File: src/rtl/pipe_exe_mem_div.sv
`default_nettype none
// ============================================================================
// Module   : pipe_exe_mem_div
// Brief    : EXE/MEM pipeline register with an embedded iterative divider
//            that stalls the front end while DIV/DIVU is in flight.
// Revision : 1.0 - initial release
// ============================================================================
module pipe_exe_mem_div #(
  parameter int WIDTH     = 32,
  parameter int DIV_ITERS = 32
) (
  input  logic             clk,
  input  logic             rst,
  input  logic             flush,
  input  logic             Ediv,
  input  logic [WIDTH-1:0] Ealu,
  input  logic [WIDTH-1:0] Ea,
  input  logic [WIDTH-1:0] Eb,
  input  logic [WIDTH-1:0] Epc4,
  input  logic [WIDTH-1:0] Ecp0,
  input  logic [WIDTH-1:0] Ehi,
  input  logic [WIDTH-1:0] Elo,
  input  logic [4:0]       Ern,
  input  logic [2:0]       Erfsource,
  input  logic [1:0]       Ecuttersource,
  input  logic [1:0]       Ehisource,
  input  logic [1:0]       Elosource,
  input  logic             Esign,
  input  logic             EisGoto,
  input  logic             Ew_dm,
  input  logic             Ew_rf,
  input  logic             Ew_hi,
  input  logic             Ew_lo,
  output logic [WIDTH-1:0] Malu,
  output logic [WIDTH-1:0] Mb,
  output logic [WIDTH-1:0] Mpc4,
  output logic [WIDTH-1:0] Mcp0,
  output logic [WIDTH-1:0] Mhi,
  output logic [WIDTH-1:0] Mlo,
  output logic [WIDTH-1:0] Mq,
  output logic [WIDTH-1:0] Mr,
  output logic [4:0]       Mrn,
  output logic [2:0]       Mrfsource,
  output logic [1:0]       Mcuttersource,
  output logic [1:0]       Mhisource,
  output logic [1:0]       Mlosource,
  output logic             Msign,
  output logic             MisGoto,
  output logic             Mw_dm,
  output logic             Mw_rf,
  output logic             Mw_hi,
  output logic             Mw_lo,
  output logic             stall
);

  localparam int         c_CW   = $clog2(DIV_ITERS);
  localparam logic [c_CW-1:0] c_LAST = c_CW'(DIV_ITERS - 1);

  localparam logic [1:0] c_IDLE = 2'd0;
  localparam logic [1:0] c_BUSY = 2'd1;
  localparam logic [1:0] c_DONE = 2'd2;

  logic [1:0]       r_state;
  logic [1:0]       w_next_state;
  logic [c_CW-1:0]  r_cnt;
  logic [WIDTH-1:0] r_dvd;
  logic [WIDTH-1:0] r_dvs;
  logic [WIDTH-1:0] r_rem;
  logic             r_qneg;
  logic             r_rneg;
  logic             r_dvs_zero;

  logic             w_accept;
  logic             w_load;
  logic             w_load_qr;
  logic [WIDTH-1:0] w_abs_a;
  logic [WIDTH-1:0] w_abs_b;
  logic [WIDTH:0]   w_shifted;
  logic [WIDTH:0]   w_diff;
  logic [WIDTH-1:0] w_q_fix;
  logic [WIDTH-1:0] w_r_fix;

  // State register
  always_ff @(posedge clk) begin
    if (rst) r_state <= c_IDLE;
    else     r_state <= w_next_state;
  end

  // Next-state logic; flush returns to IDLE from anywhere
  always_comb begin
    w_next_state = r_state;
    case (r_state)
      c_IDLE:  if (Ediv && !flush) w_next_state = c_BUSY;
      c_BUSY: begin
        if (flush)               w_next_state = c_IDLE;
        else if (r_cnt == c_LAST) w_next_state = c_DONE;
      end
      c_DONE:  w_next_state = c_IDLE;
      default: w_next_state = c_IDLE;
    endcase
  end

  // Output logic: stall and M-register load selects
  always_comb begin
    stall     = 1'b0;
    w_load    = 1'b0;
    w_load_qr = 1'b0;
    if (!rst) begin
      case (r_state)
        c_IDLE: begin
          stall  = Ediv & ~flush;
          w_load = ~Ediv & ~flush;
        end
        c_BUSY: stall = 1'b1;
        c_DONE: begin
          w_load    = ~flush;
          w_load_qr = ~flush;
        end
        default: ;
      endcase
    end
  end

  assign w_accept = (r_state == c_IDLE) && Ediv && !flush;
  assign w_abs_a  = (Esign && Ea[WIDTH-1]) ? -Ea : Ea;
  assign w_abs_b  = (Esign && Eb[WIDTH-1]) ? -Eb : Eb;

  // One restoring step: bring down the next dividend bit, try the subtract
  assign w_shifted = {r_rem, r_dvd[WIDTH-1]};
  assign w_diff    = w_shifted - {1'b0, r_dvs};

  // A zero divisor reports all-ones / raw dividend regardless of signedness
  assign w_q_fix = r_dvs_zero ? {WIDTH{1'b1}} : (r_qneg ? -r_dvd : r_dvd);
  assign w_r_fix = r_dvs_zero ? Ea            : (r_rneg ? -r_rem : r_rem);

  always_ff @(posedge clk) begin
    if (rst) begin
      r_cnt      <= '0;
      r_dvd      <= '0;
      r_dvs      <= '0;
      r_rem      <= '0;
      r_qneg     <= 1'b0;
      r_rneg     <= 1'b0;
      r_dvs_zero <= 1'b0;
    end else if (w_accept) begin
      r_cnt      <= '0;
      r_dvd      <= w_abs_a;
      r_dvs      <= w_abs_b;
      r_rem      <= '0;
      r_qneg     <= Esign & (Ea[WIDTH-1] ^ Eb[WIDTH-1]);
      r_rneg     <= Esign & Ea[WIDTH-1];
      r_dvs_zero <= (Eb == '0);
    end else if (r_state == c_BUSY && !flush) begin
      r_cnt <= r_cnt + c_CW'(1);
      r_dvd <= {r_dvd[WIDTH-2:0], ~w_diff[WIDTH]};
      r_rem <= w_diff[WIDTH] ? w_shifted[WIDTH-1:0] : w_diff[WIDTH-1:0];
    end else begin
      r_cnt <= '0;
    end
  end

  // EXE/MEM register; anything that is neither a load nor a reset is a bubble
  always_ff @(posedge clk) begin
    if (rst || !w_load) begin
      Malu          <= '0;
      Mb            <= '0;
      Mpc4          <= '0;
      Mcp0          <= '0;
      Mhi           <= '0;
      Mlo           <= '0;
      Mq            <= '0;
      Mr            <= '0;
      Mrn           <= '0;
      Mrfsource     <= '0;
      Mcuttersource <= '0;
      Mhisource     <= '0;
      Mlosource     <= '0;
      Msign         <= 1'b0;
      MisGoto       <= 1'b0;
      Mw_dm         <= 1'b0;
      Mw_rf         <= 1'b0;
      Mw_hi         <= 1'b0;
      Mw_lo         <= 1'b0;
    end else begin
      Malu          <= Ealu;
      Mb            <= Eb;
      Mpc4          <= Epc4;
      Mcp0          <= Ecp0;
      Mhi           <= Ehi;
      Mlo           <= Elo;
      Mrn           <= Ern;
      Mrfsource     <= Erfsource;
      Mcuttersource <= Ecuttersource;
      Mhisource     <= Ehisource;
      Mlosource     <= Elosource;
      Msign         <= Esign;
      MisGoto       <= EisGoto;
      Mw_dm         <= Ew_dm;
      Mw_rf         <= Ew_rf;
      Mw_hi         <= Ew_hi;
      Mw_lo         <= Ew_lo;
      if (w_load_qr) begin
        Mq <= w_q_fix;
        Mr <= w_r_fix;
      end
    end
  end

endmodule
`default_nettype wire
File: config.mk
export PLATFORM = sky130hd
export DESIGN_NAME = pipe_exe_mem_div
export DESIGN_NICKNAME = d
export VERILOG_FILES = /design/src/rtl/pipe_exe_mem_div.sv
export SDC_FILE = /design/constraint.sdc
export NUM_CORES = 1
export LEC_CHECK = 0
export BUFFER_PORTS_ARGS = -buffer_cell sky130_fd_sc_hd__buf_2
export CORE_MARGIN = 2
export CORE_UTILIZATION = 40
export DETAILED_ROUTE_END_ITERATION = 12
export MAX_ROUTING_LAYER = met4
export PLACE_DENSITY_LB_ADDON = 0.2
export SETUP_SLACK_MARGIN = 0.4
export SYNTH_ARGS = -nofsm -noshare
export SYNTH_HDL_FRONTEND = slang
export SYNTH_SLANG_ARGS = --single-unit
File: constraint.sdc
create_clock -name clk -period 8.4 [get_ports clk]
set_input_delay 0.84 -clock clk [delete_from_list [all_inputs] [get_ports clk]]
set_output_delay 0.84 -clock clk [all_outputs]
set_load 0.05 [all_outputs]
# Word level (Yosys, flattened, before mapping)
# Index checks and enable logic that the tools add are counted.
# totals
wordCells,81
register_bits,382
output_inout_bits,277
# classes
eq_ne,5
n_reduce_logical,15
n_mux,19
add_sub_neg,6
bitwise,9
# ops
operator,n
2-to-1 mux 32 bit,9
negator 32 bit,4
subtractor 33 x 32 -> 33 bit,1
logical NOT 32 bit,1
logical AND 1 bit,6
2-to-1 mux 2 bit,3
"adder 5 x 1 -> 5 bit, second input constant",1
"equality test 5 bit, second input constant",1
bitwise AND 1 bit,4
2-to-1 mux 1 bit,4
inverter 1 bit,4
one-hot mux 1 bit (2 select lines),2
one-hot mux 2 bit (2 select lines),1
"!= test 3 bit, second input constant",1
OR reduction 3 bit,1
"equality test 2 x 1 -> 1 bit, second input constant",1
"equality test 2 bit, second input constant",1
logical NOT 1 bit,2
logical NOT 2 bit,1
"!= test 2 bit, second input constant",1
AND reduction 2 bit,1
nonzero test 2 bit,1
OR reduction 2 bit,1
logical OR 1 bit,1
bitwise XOR 1 bit,1

# Longest topological paths before layout
# Gate-level depths: netlist of run 1.
# depth
word_depth,6
ltp_mapped,13
mapped_depth_nobuf,12

# Worst setup path before layout of run 1
# Ideal clock, no wire load.
# synth_timing
path_type,input to output
start,in rst
end,out stall
arrival_time_ns,2.295
path_slack_ns,5.265
t_required_ns,7.560
stages,3
cell_sequence,clkbuf_1 clkbuf_1 nor3_1
# synth_via
elab_chain_len,1
# synth_lines
item,line_no,text
"start, declared",13,"input logic rst,"
2-to-1 mux 1 bit,108,if (!rst) begin
"end, declared",53,output logic stall
# Every way passes these cells.

# Worst setup path after layout of run 1
# layout_timing
start,reg r_rem[4]
end,reg r_rem[11]
# layout_via
elab_chain_len,2
# layout_lines
item,line_no,text
"start, declared",68,logic [WIDTH-1:0] r_rem;
"start signal, assigned",156,r_rem <= w_diff[WIDTH] ? w_shifted[WIDTH-1:0] : w_diff[WIDTH-1:0];
subtractor 33 x 32 -> 33 bit,130,"assign w_diff = w_shifted - {1'b0, r_dvs};"
2-to-1 mux 32 bit,156,
# Every way passes these cells.
# A chain may end at the register's enable or synchronous reset.

==> results by group, run 1 <==
Run status
  • Status: finished, final reports clean

STA
  • Setup TNS: 0 ps
  • Clk_skew: roughly 17 ps
  • Period utilization: 0.426
  • Post-layout min period: 3580 ps
  • Endpoints failing hold: 0
  • Slew Limit Fails: 0
  • # setup viols final: 0
  • Worst slew margin: 0.192
  • Setup repair after global routing missed its margin: no
  • Maximum clock frequency: 279 MHz
  • Worst Tran Pin Value: 1210 ps

Synthesis
  • Synthesized instance count: 1,958
  • Syn avg cell area: around 8.6 sq um
  • Synth Register Bits: 382
  • Synth cell count leaders: dfxtp_1 (382), and3_1 (217), nand2_1 (202)
  • Synth Net Count: roughly 2,200
  • Synth cell types: 70
  • Yosys top cell area share: 0.453
  • Ys flop type: dfxtp_1
  • Main area contributors after synthesis: dfxtp_1 (45%), and3_1 (8.0%), nand2_1 (4.5%)
  • Sequential element share of the synthesized area: 0.453
  • Post-synth EDFFs: 0
  • Mapped Area: 16,900 sq um
  • YS warnings: 0
  • Most frequent cell after synthesis: dfxtp_1
  • Yosys top cell by area: dfxtp_1
  • Post-synth ARST share: 0

Finish
  • Synth-to-Final Area Change: 25.0%
  • Layout cells sized above 1: 0.258
  • Final Cell Area: 21,100 sq um
  • Final nets: about 2,700
  • Fill count: roughly 4,000

CTS
  • H-tree depth: 2
  • CTS Buf Count: between 40 and 50
  • Sink Count: approximately 380
  • CTS tree: built
  • Setup Fix Bufs, Post-CTS: 0
  • Worst-path clk slew: around 60 ps
  • Root Buffer: clkbuf_16
  • Maximum clock path buffer count: 3
  • Post-cts repair resize count: 0
  • Clk Latency, worst-skew pair: between 500 and 600 ps
  • Cts hold-fix bufs: 0

Drt
  • Via density: 5.31
  • Initial DRC Count: approximately 1,200
  • First drt pass iteration count: 5
  • Via count: around 16,000
  • Remaining antenna violation count: 0
  • Drt total wl: between 50,000 and 60,000 microns
  • Routed wire per std cell: 19.2 microns
  • DRC Markers: 0

Power and ir drop
  • Leak pwr: 10.0 nW
  • Cell Pwr Density: ~210 nW/um^2
  • Worst VDD drop: 0.000127 V

Floorplan
  • Starting density of the core: 0.404
  • Die Span X: 209 microns
  • Boundary Pins: approximately 530
  • Full die area: about 44,000 sq um
  • Site Rows: between 70 and 80
  • Die Y: around 210 microns
  • CORE AREA: between 40,000 and 50,000 sq um

Setup path
  • CP endpoint kind: flop
  • Crit-path max cell delay: 910 ps
  • Critical path class: flop to flop
  • Kind of cell with the highest combined delay on the critical path: compound AO/OA/AOI/OAI gates
  • Buf/Inv on CP: 0
  • Worst EP arrival: 3970 ps
  • CP Data Required Time: roughly 9000 ps
  • CP max-delay cell: xnor2_4
  • Critical-path maximum fanout: 33
  • Critical-path cell list: ha_1, a2111o_1, o21ai_2, o21ai_1, a31oi_2, o21ai_4, xnor2_4, mux2i_1, a21oi_1
  • Critical Path Start Type: flop

Placed design
  • Placed inst area: slightly below 20,000 sq um
  • DP Wirelength: between 40,000 and 50,000 microns
  • Count of input and output buffers: 524
  • Routability cong.: just under 1

Global route
  • Global-route wire length before repair: slightly below 90,000 microns
  • Vias in the first global route: around 15,000
  • GRT overflow: 0
  • Antenna violations before repair: 2
  • Largest net degree at the start of global routing: roughly 120
  • Gr usage total: 0.258

Hold path
  • Worst hold path type: flop to flop

Flow run
  • Max cap viols: 0
[cell families after synthesis]
group	share of synthesized area
fa+ha+maj	0.0294
buf+inv	0.0448
simple gates	0.222
mux	0.0137
flops	0.453
compound gates	0.158
xor+xnor	0.0789
[path summary, 6_finish.rpt]
path,start,to,slack [ps],cells after the start
min reg2reg,Mr[29],Mr[29],450,2
min,Mr[29],Mr[29],450,2
max,r_rem[4],r_rem[11],4820,9
max reg2reg,r_rem[4],r_rem[11],4820,9
[state kept, by name (all words and copies together) (netlist names), 2 cells and up]
name	cells
Mhisource	2
Mcp0	32
Mlosource	2
Mhi	32
Mr	32
Mrn	5
r_dvs	32
Mlo	32
Mrfsource	3
Mpc4	32
Mb	32
r_rem	32
r_dvd	32
Mq	32
Malu	32
Mcuttersource	2
r_state	2
r_cnt	5
[per-stage QoR]
step	hold slack, ps	worst slack (ps)	utilization	total power, mW	cells
floorplan	418	5260	-	2.45	1958
global placement	434	4560	0.473	2.67	2894
detailed placement	441	4540	0.473	2.68	2894
CTS	451	4820	0.505	4.48	2966
global route	465	4510	0.505	4.64	2967
finish	450	4820	0.505	4.46	2968
[cell usage in the layout, fill, tap and decap left out, types with 4 or more instances in the layout]
cell type  count
clkbuf_16     43
a22oi_1       15
clkinv_2       5
nand4_1        9
xnor2_1       80
a22o_1         4
buf_2        524
clkbuf_1      10
o211ai_1       7
a211oi_1      31
o21bai_1       4
clkbuf_8       9
o21ai_0      111
xor2_1        67
o41ai_1       10
o31a_1         4
nand2_1      201
dfxtp_1      381
a21o_1         8
nor2_1       144
nor2b_1        5
a311oi_1      22
or4_1          8
buf_4         13
mux2i_1       22
o31ai_1       31
ha_1          38
inv_1         53
nor3_1        67
a31oi_1       10
nand2b_1      14
or3_1         15
nor4_1        12
and2_1        10
a21oi_1      124
nand3_1       31
and3_1       217
o22ai_1       15
[cell type report]
class / instances / area (sq um) / area share
clock buffer: 62 / 1240 / 0.0587
inverter: 53 / 199 / 0.00943
antenna: 2 / 5.00 / 0.000237
multi-input combinational: 1383 / 8500 / 0.403
tap: 539 / 674 / 0.0320
sequential: 382 / 7650 / 0.363
timing repair buffer: 537 / 2720 / 0.129
clock inverter: 10 / 110 / 0.00522
[metal layers]
| layer | GRT usage | up-vias | part of all wire |
|---|---|---|---|
| met1 | 0.320 | 7477 | 0.43 |
| met4 | 0.0845 | 0 | 0.031 |
| met2 | 0.429 | 463 | 0.48 |
| met5 | - | - | 0 |
| li1 | - | 7751 | - |
| met3 | 0.0428 | 76 | 0.056 |
[worst min-delay path: cells and delay by family (launching register included)]
family           cells  cell delay (ps)
AND/OR/NAND/NOR      1               40
flip-flops           1              320
AO/OA/AOI/OAI        1               50
[power by group]
part / internal, mW / switching, mW
combinational: 0.260 / 0.474
clock: 1.08 / 0.738
sequential: 1.87 / 0.0444
(Power assumes the default switching activity.)
==> inputs of run 2 (changes only) <==
- ABC_AREA: unset -> 1
- clock period: 8.4 -> 3.25 ns (I/O delays scaled with it)
==> run 2 against run 1 <==
Combinational power rose to 3.4 times the previous value. Via count increased by 27%. Core utilization rose by 4.3 points. Clock skew grew 27 ps. Worst setup slack got worse by 4100 ps. Area after synthesis increased by 9.7%. Register-to-register slack got worse by 4100 ps. Cell count rose by 37%. Critical path depth is 9 higher. Die area increased by 9.5%. Largest power group unchanged.
==> results by group, run 2 <==
Run status
  • Status: finished, final reports clean

Setup path
  • Critical-path maximum fanout: 24 (-27%)
  • Critical Path Start Type: flop
  • CP endpoint kind: flop
  • Worst EP arrival: 3060 ps (-910 ps)
  • Crit-path max cell delay: 380 ps (-530 ps)
  • R2r setup slk: 680 ps (-4150 ps)
  • CP Data Required Time: 3730 ps (-5060 ps)
  • Critical path class: flop to flop
  • CP most frequent cell: nand2_1
  • Critical-path cell list: inv_1, ha_1, fa_1, inv_1, nand2_1, nand2_1, nand3_1, nand2_2, nand2_2, nand2_2, nand2_4, nand2_4, nand2_2, nand2_4, nand2_1, nand2_1, nand2_1, a21oi_1
  • CP max-delay cell: fa_1

Power and ir drop
  • Worst VDD drop: 0.000420 V (+230%)
  • Power Total: 12.2 mW (+170%)
  • Switch Pwr: 3.84 mW (+210%)
  • Sequential Power Share: 0.400 (-0.028)
  • Clock share of power: 0.393 (-0.014)
  • Cell Pwr Density: 490 nW/um^2 (+130%)
  • Internal power: 8.39 mW (+160%)
  • Leak pwr: 13.4 nW (+34%)
  • Net Sw Frac: 0.314 (+0.0321)
  • Comb pwr share: 0.207 (+0.042)

STA
  • Endpoints failing hold: 0 (unchanged)
  • Worst slew margin: 0.475 (+0.283)
  • Post-layout min period: 2570 ps (-1000 ps)
  • Period utilization: 0.792 (+0.366)
  • Slew Limit Fails: 0 (unchanged)
  • Maximum clock frequency: 388 MHz (+39%)
  • Setup repair after global routing missed its margin: no
  • Setup WS post-layout: 676 ps (-4150 ps)
  • # setup viols final: 0 (unchanged)
  • WHS: 25.8 ps (-425 ps)
  • Clk_skew: 44.3 ps (+26.9 ps)
  • Worst Tran Pin Value: 786 ps (-424 ps)
  • Setup TNS: 0 ps (unchanged)

Drt
  • Via density: 4.91 (-7.6%)
  • Remaining antenna violation count: 0 (unchanged)
  • Initial DRC Count: 1,439 (+17%)
  • DRC Markers: 0 (unchanged)
  • Via count: 20,000 (+27%)
  • Routed wire per std cell: 17.2 microns (-10%)
  • First drt pass iteration count: 5 (unchanged)
  • Drt total wl: 70,400 microns (+23%)

CTS
  • H-tree depth: 2 (unchanged)
  • Root Buffer: clkbuf_16
  • Sink Count: 382 (unchanged)
  • CTS Buf Count: 42 (unchanged)
  • Clk Latency, worst-skew pair: 590 ps (+30 ps)
  • Worst-path clk slew: 60 ps (about the same)
  • Setup Fix Bufs, Post-CTS: 0 (unchanged)
  • CTS tree: built
  • Maximum clock path buffer count: 3 (unchanged)

Synthesis
  • Synth cell types: 52 (-26%)
  • Sequential element share of the synthesized area: 0.413 (-0.0401)
  • YS warnings: 0 (unchanged)
  • Synthesized instance count: 2,764 (+41%)
  • Post-synth EDFFs: 0 (unchanged)
  • Post-synth ARST share: 0 (unchanged)
  • Yosys top cell by area: dfxtp_1
  • Most frequent cell after synthesis: nand2_1
  • Ys flop type: dfxtp_1
  • Syn avg cell area: 6.70 sq um (-22%)
  • Synth cell count leaders: nand2_1 (596), inv_1 (543), dfxtp_1 (382)
  • Mapped Area: 18,500 sq um (+9.7%)
  • Synth Register Bits: 382 (unchanged)
  • Synth Net Count: 3,051 (+36%)
  • Yosys top cell area share: 0.413 (-0.0401)
  • Main area contributors after synthesis: dfxtp_1 (41%), nand2_1 (12%), inv_1 (11%)

Finish
  • Layout cells sized above 1: 0.195 (-0.0631)
  • Final nets: 3,728 (+39%)
  • Fill count: 4,318 (+7.5%)
  • Synth-to-Final Area Change: 34.7%
  • Most common cell after layout, fill and taps aside: nand2_1
  • Most frequent cells in the layout: nand2_1 (596), inv_1 (542), buf_2 (524), dfxtp_1 (382), nor2_1 (379)
  • Layout Utilization: 0.548 (+0.0433)
  • Final Cell Area: 24,900 sq um (+18%)
  • Final std cells w/o fill: 4,079 (+37%)

Floorplan
  • Boundary Pins: 525 (unchanged)
  • Full die area: 48,000 sq um (+9.5%)
  • Starting density of the core: 0.407 (+0.00297)
  • Die Span X: 219 microns (+4.7%)
  • Site Rows: 78 (+4.0%)
  • Die Y: 219 microns (+4.7%)
  • CORE AREA: 45,500 sq um (+8.9%)

Placed design
  • Count of input and output buffers: 524 (unchanged)
  • Placed cell count: 3,814 (+32%)
  • Dpl ws: 643 ps (-3900 ps)
  • DP Wirelength: 52,400 microns (+23%)
  • Placed inst area: 21,700 sq um (+9.9%)
  • Routability cong.: 0.990 (+1.3%)

Global route
  • GRT overflow: 0 (unchanged)
  • Global-route wire length before repair: 105,000 microns (+21%)
  • Vias in the first global route: 19,200 (+26%)
  • Largest net degree at the start of global routing: 71 (-39%)
  • Antenna violations before repair: 9 (+7)
  • Gr usage total: 0.289 (+0.0310)

Hold path
  • Worst hold path type: input pin to flop

Flow run
  • Max cap viols: 0 (unchanged)
run 2: cell type report:
cell class / count / area (sq um) / share of cell area
multi-input combinational: 1728 / 8340 / 0.335
sequential: 382 / 7650 / 0.307
timing repair buffer: 733 / 4700 / 0.188
inverter: 554 / 2080 / 0.0836
clock buffer: 57 / 1230 / 0.0492
tap: 600 / 751 / 0.0301
clock inverter: 16 / 163 / 0.00652
antenna: 9 / 22.5 / 0.000903
run 2: logic make-up (layout without fill, tap and decap cells):
group / Yosys count / count (layout) / share of synthesized area
AOI/OAI and AO/OA: 404 / 404 / 0.127
xor gates and xnor gates: 31 / 31 / 0.0147
adders and majority gates: 39 / 39 / 0.0268
buffers and inverters: 654 / 1360 / 0.137
DFF: 382 / 382 / 0.413
other: 0 / 9 / 0
and+or+nand+nor: 1254 / 1254 / 0.282
run 2: timing repair:
item,in CTS,in global routing
hold endpoints to repair,183,0
gates resized for setup,0,1
setup endpoints to repair,0,21
hold buffers,183,0
run 2: power groups by stage:
stage               clock, mW  combinational (mW)  sequential [mW]
floorplan                   0                1.36             5.22
global placement            0                2.29             4.99
detailed placement          0                2.30             4.99
CTS                      4.86                2.49             4.89
global route             5.05                2.79             4.90
finish                   4.81                2.53             4.89
run 2: final timing paths:
check	start	to	cells after the start
hold / removal	Eb[16]	Mb[16]	3
hold reg to reg	r_cnt[0]	r_cnt[0]	1
setup reg to reg	r_dvd[31]	r_rem[29]	18
setup / recovery	r_dvd[31]	r_rem[29]	18
run 2: critical path, delay by kind of cell, from the launching register on:
kind	cells	cell delay [ps]
compound gates	1	130
fa+ha+maj	2	610
buf+inv	2	170
flops	1	340
simple gates	13	1200
run 2: routing by layer:
metal / vias to the layer above / global-route usage / share of wire
li1: 9955 / - / -
met3: 154 / 0.0547 / 0.068
met2: 736 / 0.476 / 0.47
met5: - / - / 0
met4: 0 / 0.123 / 0.040
met1: 9171 / 0.346 / 0.42
